## src/rtl/gen_clk_mon.sv

```systemverilog
// gen_clk_mon: measures the period of a slow asynchronous clock in iclk cycles and
// flags a stall when no rising edge arrives for TIMEOUT cycles. GEN_CLK_MON_DUTY_EN adds high-time measurement.
module gen_clk_mon #(
  parameter logic [31:0] TIMEOUT = 32'h02FAF080
) (
  input  logic        iclk,
  input  logic        rst,
  input  logic        sclk,
  output logic        tick,
  output logic        valid,
  output logic [31:0] period,
  output logic [31:0] high_time,
  output logic        stalled
);

  typedef enum logic [1:0] {
    IDLE    = 2'd0,
    MEASURE = 2'd1,
    STALL   = 2'd2
  } state_t;

  localparam logic [31:0] CNT_MAX = 32'hFFFF_FFFF;

  state_t      state_q, state_d;
  logic        s1_q, s1_d, s2_q, s2_d, s3_q, s3_d;
  logic [1:0]  smp_vld_q, smp_vld_d;
  logic        armed_q, armed_d;
  logic [31:0] cnt_q, cnt_d;
  logic [31:0] period_q, period_d;
  logic        tick_q, tick_d;
  logic        valid_q, valid_d;
  logic        stalled_q, stalled_d;
  logic        rise;

  // A rise needs a genuinely sampled low first; reset zeros in s2/s3 do not count.
  assign rise = s2_q & ~s3_q & armed_q;

  // Synchronizer, cycle counter and measurement state machine next-state logic
  always_comb begin
    s1_d      = sclk;
    s2_d      = s1_q;
    s3_d      = s2_q;
    smp_vld_d = {smp_vld_q[0], 1'b1};
    armed_d   = armed_q | (smp_vld_q[1] & ~s2_q);

    if (rise) begin
      cnt_d = 32'd1;
    end else if (cnt_q != CNT_MAX) begin
      cnt_d = cnt_q + 32'd1;
    end else begin
      cnt_d = cnt_q;
    end

    tick_d   = rise;
    valid_d  = 1'b0;
    period_d = period_q;
    state_d  = state_q;

    case (state_q)
      IDLE: begin
        if (rise) begin
          state_d = MEASURE;
        end else if (cnt_q == TIMEOUT) begin
          state_d = STALL;
        end else begin
          state_d = IDLE;
        end
      end
      MEASURE: begin
        if (rise) begin
          valid_d  = 1'b1;
          period_d = cnt_q;
          state_d  = MEASURE;
        end else if (cnt_q == TIMEOUT) begin
          state_d = STALL;
        end else begin
          state_d = MEASURE;
        end
      end
      STALL: begin
        if (rise) begin
          state_d = MEASURE;
        end else begin
          state_d = STALL;
        end
      end
      default: begin
        state_d = IDLE;
      end
    endcase

    stalled_d = (state_d == STALL);
  end

`ifdef GEN_CLK_MON_DUTY_EN
  logic        fall;
  logic [31:0] hcnt_q, hcnt_d;
  logic [31:0] pend_q, pend_d;
  logic [31:0] high_q, high_d;

  assign fall = ~s2_q & s3_q;

  // High-time counter, latched on fall and published alongside period
  always_comb begin
    if (rise) begin
      hcnt_d = 32'd1;
    end else if (s2_q && (hcnt_q != CNT_MAX)) begin
      hcnt_d = hcnt_q + 32'd1;
    end else begin
      hcnt_d = hcnt_q;
    end
    if (fall) begin
      pend_d = hcnt_q;
    end else begin
      pend_d = pend_q;
    end
    if (valid_d) begin
      high_d = pend_q;
    end else begin
      high_d = high_q;
    end
  end

  assign high_time = high_q;
`else
  assign high_time = 32'h0000_0000;
`endif

  // All state, with synchronous reset overriding every other event
  always_ff @(posedge iclk) begin
    if (rst) begin
      state_q   <= IDLE;
      s1_q      <= 1'b0;
      s2_q      <= 1'b0;
      s3_q      <= 1'b0;
      smp_vld_q <= 2'b00;
      armed_q   <= 1'b0;
      cnt_q     <= 32'd0;
      period_q  <= 32'd0;
      tick_q    <= 1'b0;
      valid_q   <= 1'b0;
      stalled_q <= 1'b0;
`ifdef GEN_CLK_MON_DUTY_EN
      hcnt_q    <= 32'd0;
      pend_q    <= 32'd0;
      high_q    <= 32'd0;
`endif
    end else begin
      state_q   <= state_d;
      s1_q      <= s1_d;
      s2_q      <= s2_d;
      s3_q      <= s3_d;
      smp_vld_q <= smp_vld_d;
      armed_q   <= armed_d;
      cnt_q     <= cnt_d;
      period_q  <= period_d;
      tick_q    <= tick_d;
      valid_q   <= valid_d;
      stalled_q <= stalled_d;
`ifdef GEN_CLK_MON_DUTY_EN
      hcnt_q    <= hcnt_d;
      pend_q    <= pend_d;
      high_q    <= high_d;
`endif
    end
  end

  assign tick    = tick_q;
  assign valid   = valid_q;
  assign period  = period_q;
  assign stalled = stalled_q;

endmodule

```

## config.mk

```make
export PLATFORM = sky130hd
export DESIGN_NAME = gen_clk_mon
export DESIGN_NICKNAME = d
export VERILOG_FILES = /design/src/rtl/gen_clk_mon.sv
export SDC_FILE = /design/constraint.sdc
export NUM_CORES = 1
export LEC_CHECK = 0
export ABC_CLOCK_PERIOD_IN_PS = 2400
export BUFFER_PORTS_ARGS = -buffer_cell sky130_fd_sc_hd__buf_2
export CAP_MARGIN = 30
export CORE_AREA = 2 2 108 110
export DETAILED_ROUTE_END_ITERATION = 8
export DIE_AREA = 0 0 110 112
export SYNTH_ARGS = -nofsm -noshare
export SYNTH_HDL_FRONTEND = slang
export SYNTH_SLANG_ARGS = --single-unit
```

## constraint.sdc

```tcl
create_clock -name iclk -period 2.4 [get_ports iclk]
set_input_delay 0.12 -clock iclk [delete_from_list [all_inputs] [get_ports iclk]]
set_output_delay 0.12 -clock iclk [all_outputs]
set_load 0.005 [all_outputs]
```

# After elaboration in Yosys (flattened, before gate mapping)
# Cells that the tools add are included.
# totals
reg_bits,75
latch_bits,0
mem_bits_rw,0
rom_bits,0
inputBits,3
output_inout_bits,67
word_cells,41
n_memories,0
# op_classes
n_addsub,1
mul,0
n_div,0
order_cmp,0
eq_ne,5
n_shift,0
muxes,10
bitwise_logic,7
n_reduce_logical,5
# ops
op,n
"adder 32 x 1 -> 32 bit, second input constant",1
"equality test 32 x 26 -> 1 bit, second input constant",1
"inequality test 32 bit, second input constant",1
2-to-1 mux 2 bit,5
one-hot mux 2 bit (3 select lines),1
"equality test 2 bit, second input constant",2
2-to-1 mux 1 bit,4
OR reduction 2 bit,2
bitwise AND 1 bit,3
NOT 1 bit,3
"equality test 2 x 1 -> 1 bit, second input constant",1
zero test 2 bit,1
AND reduction 2 bit,1
nonzero test 2 bit,1
bitwise OR 1 bit,1

# Depth between registers and ports, before layout
# logic_depth
word_depth,6
mapped_depth,8
ltp_nobuf,7

# Least setup slack after synthesis
# No wires, ideal clock.
# synth_timing
path_type,flip-flop to flip-flop
from,reg cnt_q[9]
to,reg state_q[1]
setup_time_ns,0.063
t_arrival_ns,1.950
required_ns,2.337
path_slack_ns,0.387
stages_incl_launch_ff,6
n_path_buf,0
period_less_slack_ns,2.013
path_cell_list,dfxtp_1 > or4b_1 > or4_1 > or3_1 > mux2_4 > nor2_2
# synth_between
elab_chain_cells,4
word_cells_on_any_way,6
classes_between,eq/ne: 1; mux: 5
# synth_lines
element,line_no,rtl
"start, declared",28,"logic [31:0] cnt_q, cnt_d;"
"start signal, assigned",155,cnt_q <= cnt_d;
equality test 32 x 26 -> 1 bit (*),"63, 74",
"2-to-1 mux 2 bit, on equally long branches","74, 63",
"2-to-1 mux 2 bit, on equally long branches","70, 61",
one-hot mux 2 bit (3 select lines) (*),59,case (state_q)
"end signal, assigned",149,state_q <= state_d;
"end, declared",24,"state_t state_q, state_d;"
# Every way passes the cells marked *; elsewhere a longest branch is shown, timed or not.
# A chain may end at the register's enable or synchronous reset.

# Worst setup path after layout
# layout_timing
from,reg cnt_q[0]
to,reg cnt_q[15]
# layout_between
elab_chain_cells,1
word_cells_on_any_way,2
classes_between,add/sub: 1; eq/ne: 1
# layout_lines
element,line_no
adder 32 x 1 -> 32 bit or inequality test 32 bit (tied branches),"49, 48"
# Parallel ways exist; a longest one is shown, timed or not.

==> metrics.txt <==
status complete, no violations; Final Core Density 34.8%; Post-Syn Instances 412; die span in x approximately 110 um; wire length on met3 about 340 um; M1 WL 3550 um; GP Congestion 0.884; CTS sink count between 70 and 80; peak supply drop around 280 uV; #FFs+latches synth 75; routed len/inst approximately 13 um; leakage roughly 1.5 nW; Skew-Pair Late Insertion Delay approximately 0.34 ns; via-per-instance ratio between 4 and 5; area of the mapped netlist about 0.0034 mm^2; Seq/Total Area, Yosys between 40% and 50%; Worst Skew approximately 0.0070 ns; DRC violations left 0; RSZ-0062 raised after global routing no; Hold Path Class primary input to register; antenna violations before repair 0; drt pass-1 iters 4; crit-path max cell delay about 0.52 ns; Relative slew margins ~58%; final period utilization between 90 and 100%; die area ~0.012 mm^2; # nets final between 400 and 500; crit path DAT 2.40 ns; DP HPWL 5310 um; wire length on met2 3440 um; worst slew pin tran roughly 0.63 ns; GRT overflow 0; Final Critical Period between 2 and 2.5 ns; Initial Util about 30%; slowest CP cell o311ai_0; Post-Route WL ~7500 um; ANT nets after route 0; Post-CTS Resized 0; 1st-iter DRT viols approximately 150; vias in the first global route roughly 2500; CTS Root Cell clkbuf_16; max frequency about 0.46 GHz; share of cells above drive strength 1 between 15 and 20%; WS Path Type register to register; first-pass GRT wire length approximately 12000 um; CP Launch Type register; top sig layer met4; Max Root-Sink Buffers 2; CTS tree done; final setup violation count 0; max cap viols 0; pwr dens around 700 mW/mm^2; Final Hold Fails 0; Die Height roughly 110 um; Slew Limit Fails 0; ant diodes 0; Crit. End Element register; IO Pins 70; critical path data required time about 2.6 ns; largest net degree at the start of global routing 42; critical-path maximum fanout 7; total track usage 12.8%; input/output buffers 37; Setup TNS Final 0 ns; num rows 39; clock slew at reported path FFs about 0.060 ns; H-Tree Depth 3; DR vias 2797; library cells used by synthesis 43; Ys Warns 0; Num CTS Buffers 9; syn_area_per_cell 8.16 um^2; Area Overhead vs Synth 15.8%; CP cell instances ha_1, and4_1, nand4_1, o311ai_0, xor2_1, nor2_1; core area between 0.01 and 0.015 mm^2
[repair_timing]
item | CTS | global route
endpoints found under the hold margin | 1 | 0
hold buffers | 1 | 0
buffers inserted | 0 | 0
[synth_stat cells, drive strengths merged]
cell / count / area share, %
mux2i: 1 / 0.30
and4: 7 / 1.8
nor3: 3 / 0.45
xor2: 4 / 1.0
and2: 2 / 0.37
nand3b: 1 / 0.22
and3: 6 / 1.2
or4: 2 / 0.45
nand2: 79 / 8.8
a21oi: 46 / 6.9
a211oi: 1 / 0.22
nand3: 12 / 1.8
or2: 1 / 0.19
nand2b: 1 / 0.19
ha: 2 / 0.74
clkbuf: 21 / 2.4
o2111ai: 1 / 0.26
conb: 1 / 0.11
or4b: 1 / 0.30
o311ai: 3 / 0.78
nor2: 25 / 2.9
a31oi: 9 / 1.7
buf: 38 / 8.0
a221oi: 1 / 0.26
a311oi: 3 / 0.78
o21ai: 13 / 1.9
nor2b: 3 / 0.56
mux2: 1 / 0.45
nand4: 9 / 1.7
nor4b: 4 / 1.2
inv: 7 / 0.78
a31o: 1 / 0.26
a41o: 2 / 0.60
nor4: 3 / 0.56
dfxtp: 75 / 45
or3: 12 / 2.2
xnor2: 11 / 2.9
[report_power, final]
group | internal, mW | switching, mW | total [mW]
Clock | 0.938 | 0.534 | 1.47
Sequential | 1.25 | 0.00979 | 1.26
Combinational | 0.0172 | 0.0441 | 0.0614
Total | 2.21 | 0.588 | 2.80
[flip-flops by register name, summed over array words and instances (netlist names)]
| register | flops |
|---|---|
| valid | 1 |
| s2_q | 1 |
| smp_vld_q | 2 |
| armed_q | 1 |
| stalled | 1 |
| period | 32 |
| state_q | 2 |
| tick | 1 |
| cnt_q | 32 |
| s3_q | 1 |
| s1_q | 1 |
[critical path: cells and delay by family, from the launching register on]
| family | cells | cell delay, ns |
|---|---|---|
| AOI/OAI and AO/OA | 1 | 0.52 |
| xor gates and xnor gates | 1 | 0.19 |
| adders and majority gates | 1 | 0.26 |
| DFF | 1 | 0.44 |
| and+or+nand+nor | 3 | 0.65 |
[final timing paths]
check                    start  slack (ns)      endpoint  cells after the start
setup / recovery      cnt_q[0]        0.23     cnt_q[15]                      6
hold / removal            sclk       0.002          s1_q                      2
setup reg to reg      cnt_q[0]        0.23     cnt_q[15]                      6
hold reg to reg   smp_vld_q[0]        0.44  smp_vld_q[1]                      1
[layout make-up]
cell class	instances	area [um^2]
clock buffers	10	239
clock inverters	6	88.8
fillers	1176	7280
inverters	7	26.3
multi-input cells	302	1600
flip-flops and latches	75	1500
well taps	143	179
repair buffers	46	255
[routing by layer]
layer  track usage (%)  up-vias
met5                 0        -
met4              7.34        0
met3              2.46       13
met2              19.4       73
met1              16.8     1300
li1                  -     1411
[kinds of logic (layout without fill, tap and decap cells)]
kind of cell,Yosys count,after routing,share of synthesized area [%]
and+or+nand+nor,171,171,25.0
xor gates and xnor gates,15,15,3.91
other,1,32,0.112
DFF,75,75,44.7
muxes,2,2,0.744
AOI/OAI and AO/OA,80,80,13.6
adders and majority gates,2,2,0.744
buffers and inverters,66,69,11.2
[placed cells by master (no fill, tap or decap), types with 4 or more instances in the layout]
cell type  count
nand2_1       79
dfxtp_1       75
a21oi_1       46
buf_2         37
conb_1        32
nor2_1        22
o21ai_0       13
or3_1         12
nand3_1       12
xnor2_1       11
nand4_1        9
a31oi_1        9
clkbuf_16      9
buf_4          8
inv_1          7
and4_1         7
and3_1         4
xor2_1         4
[per-stage QoR]
stage	setup WS, ns	hold slack, ns	cells	instance area (um^2)	total power, mW
2_1_floorplan	0.387	0.248	443	3480	1.37
3_3_place_gp	0.296	0.322	572	3550	1.35
3_5_place_dp	0.240	0.324	572	3550	1.35
4_1_cts	0.231	0.00331	589	3890	2.82
5_1_grt	0.0301	0.0239	589	3890	2.89
6_report	0.227	0.00246	589	3890	2.80
Note: power is estimated with default switching activity, not from simulation.
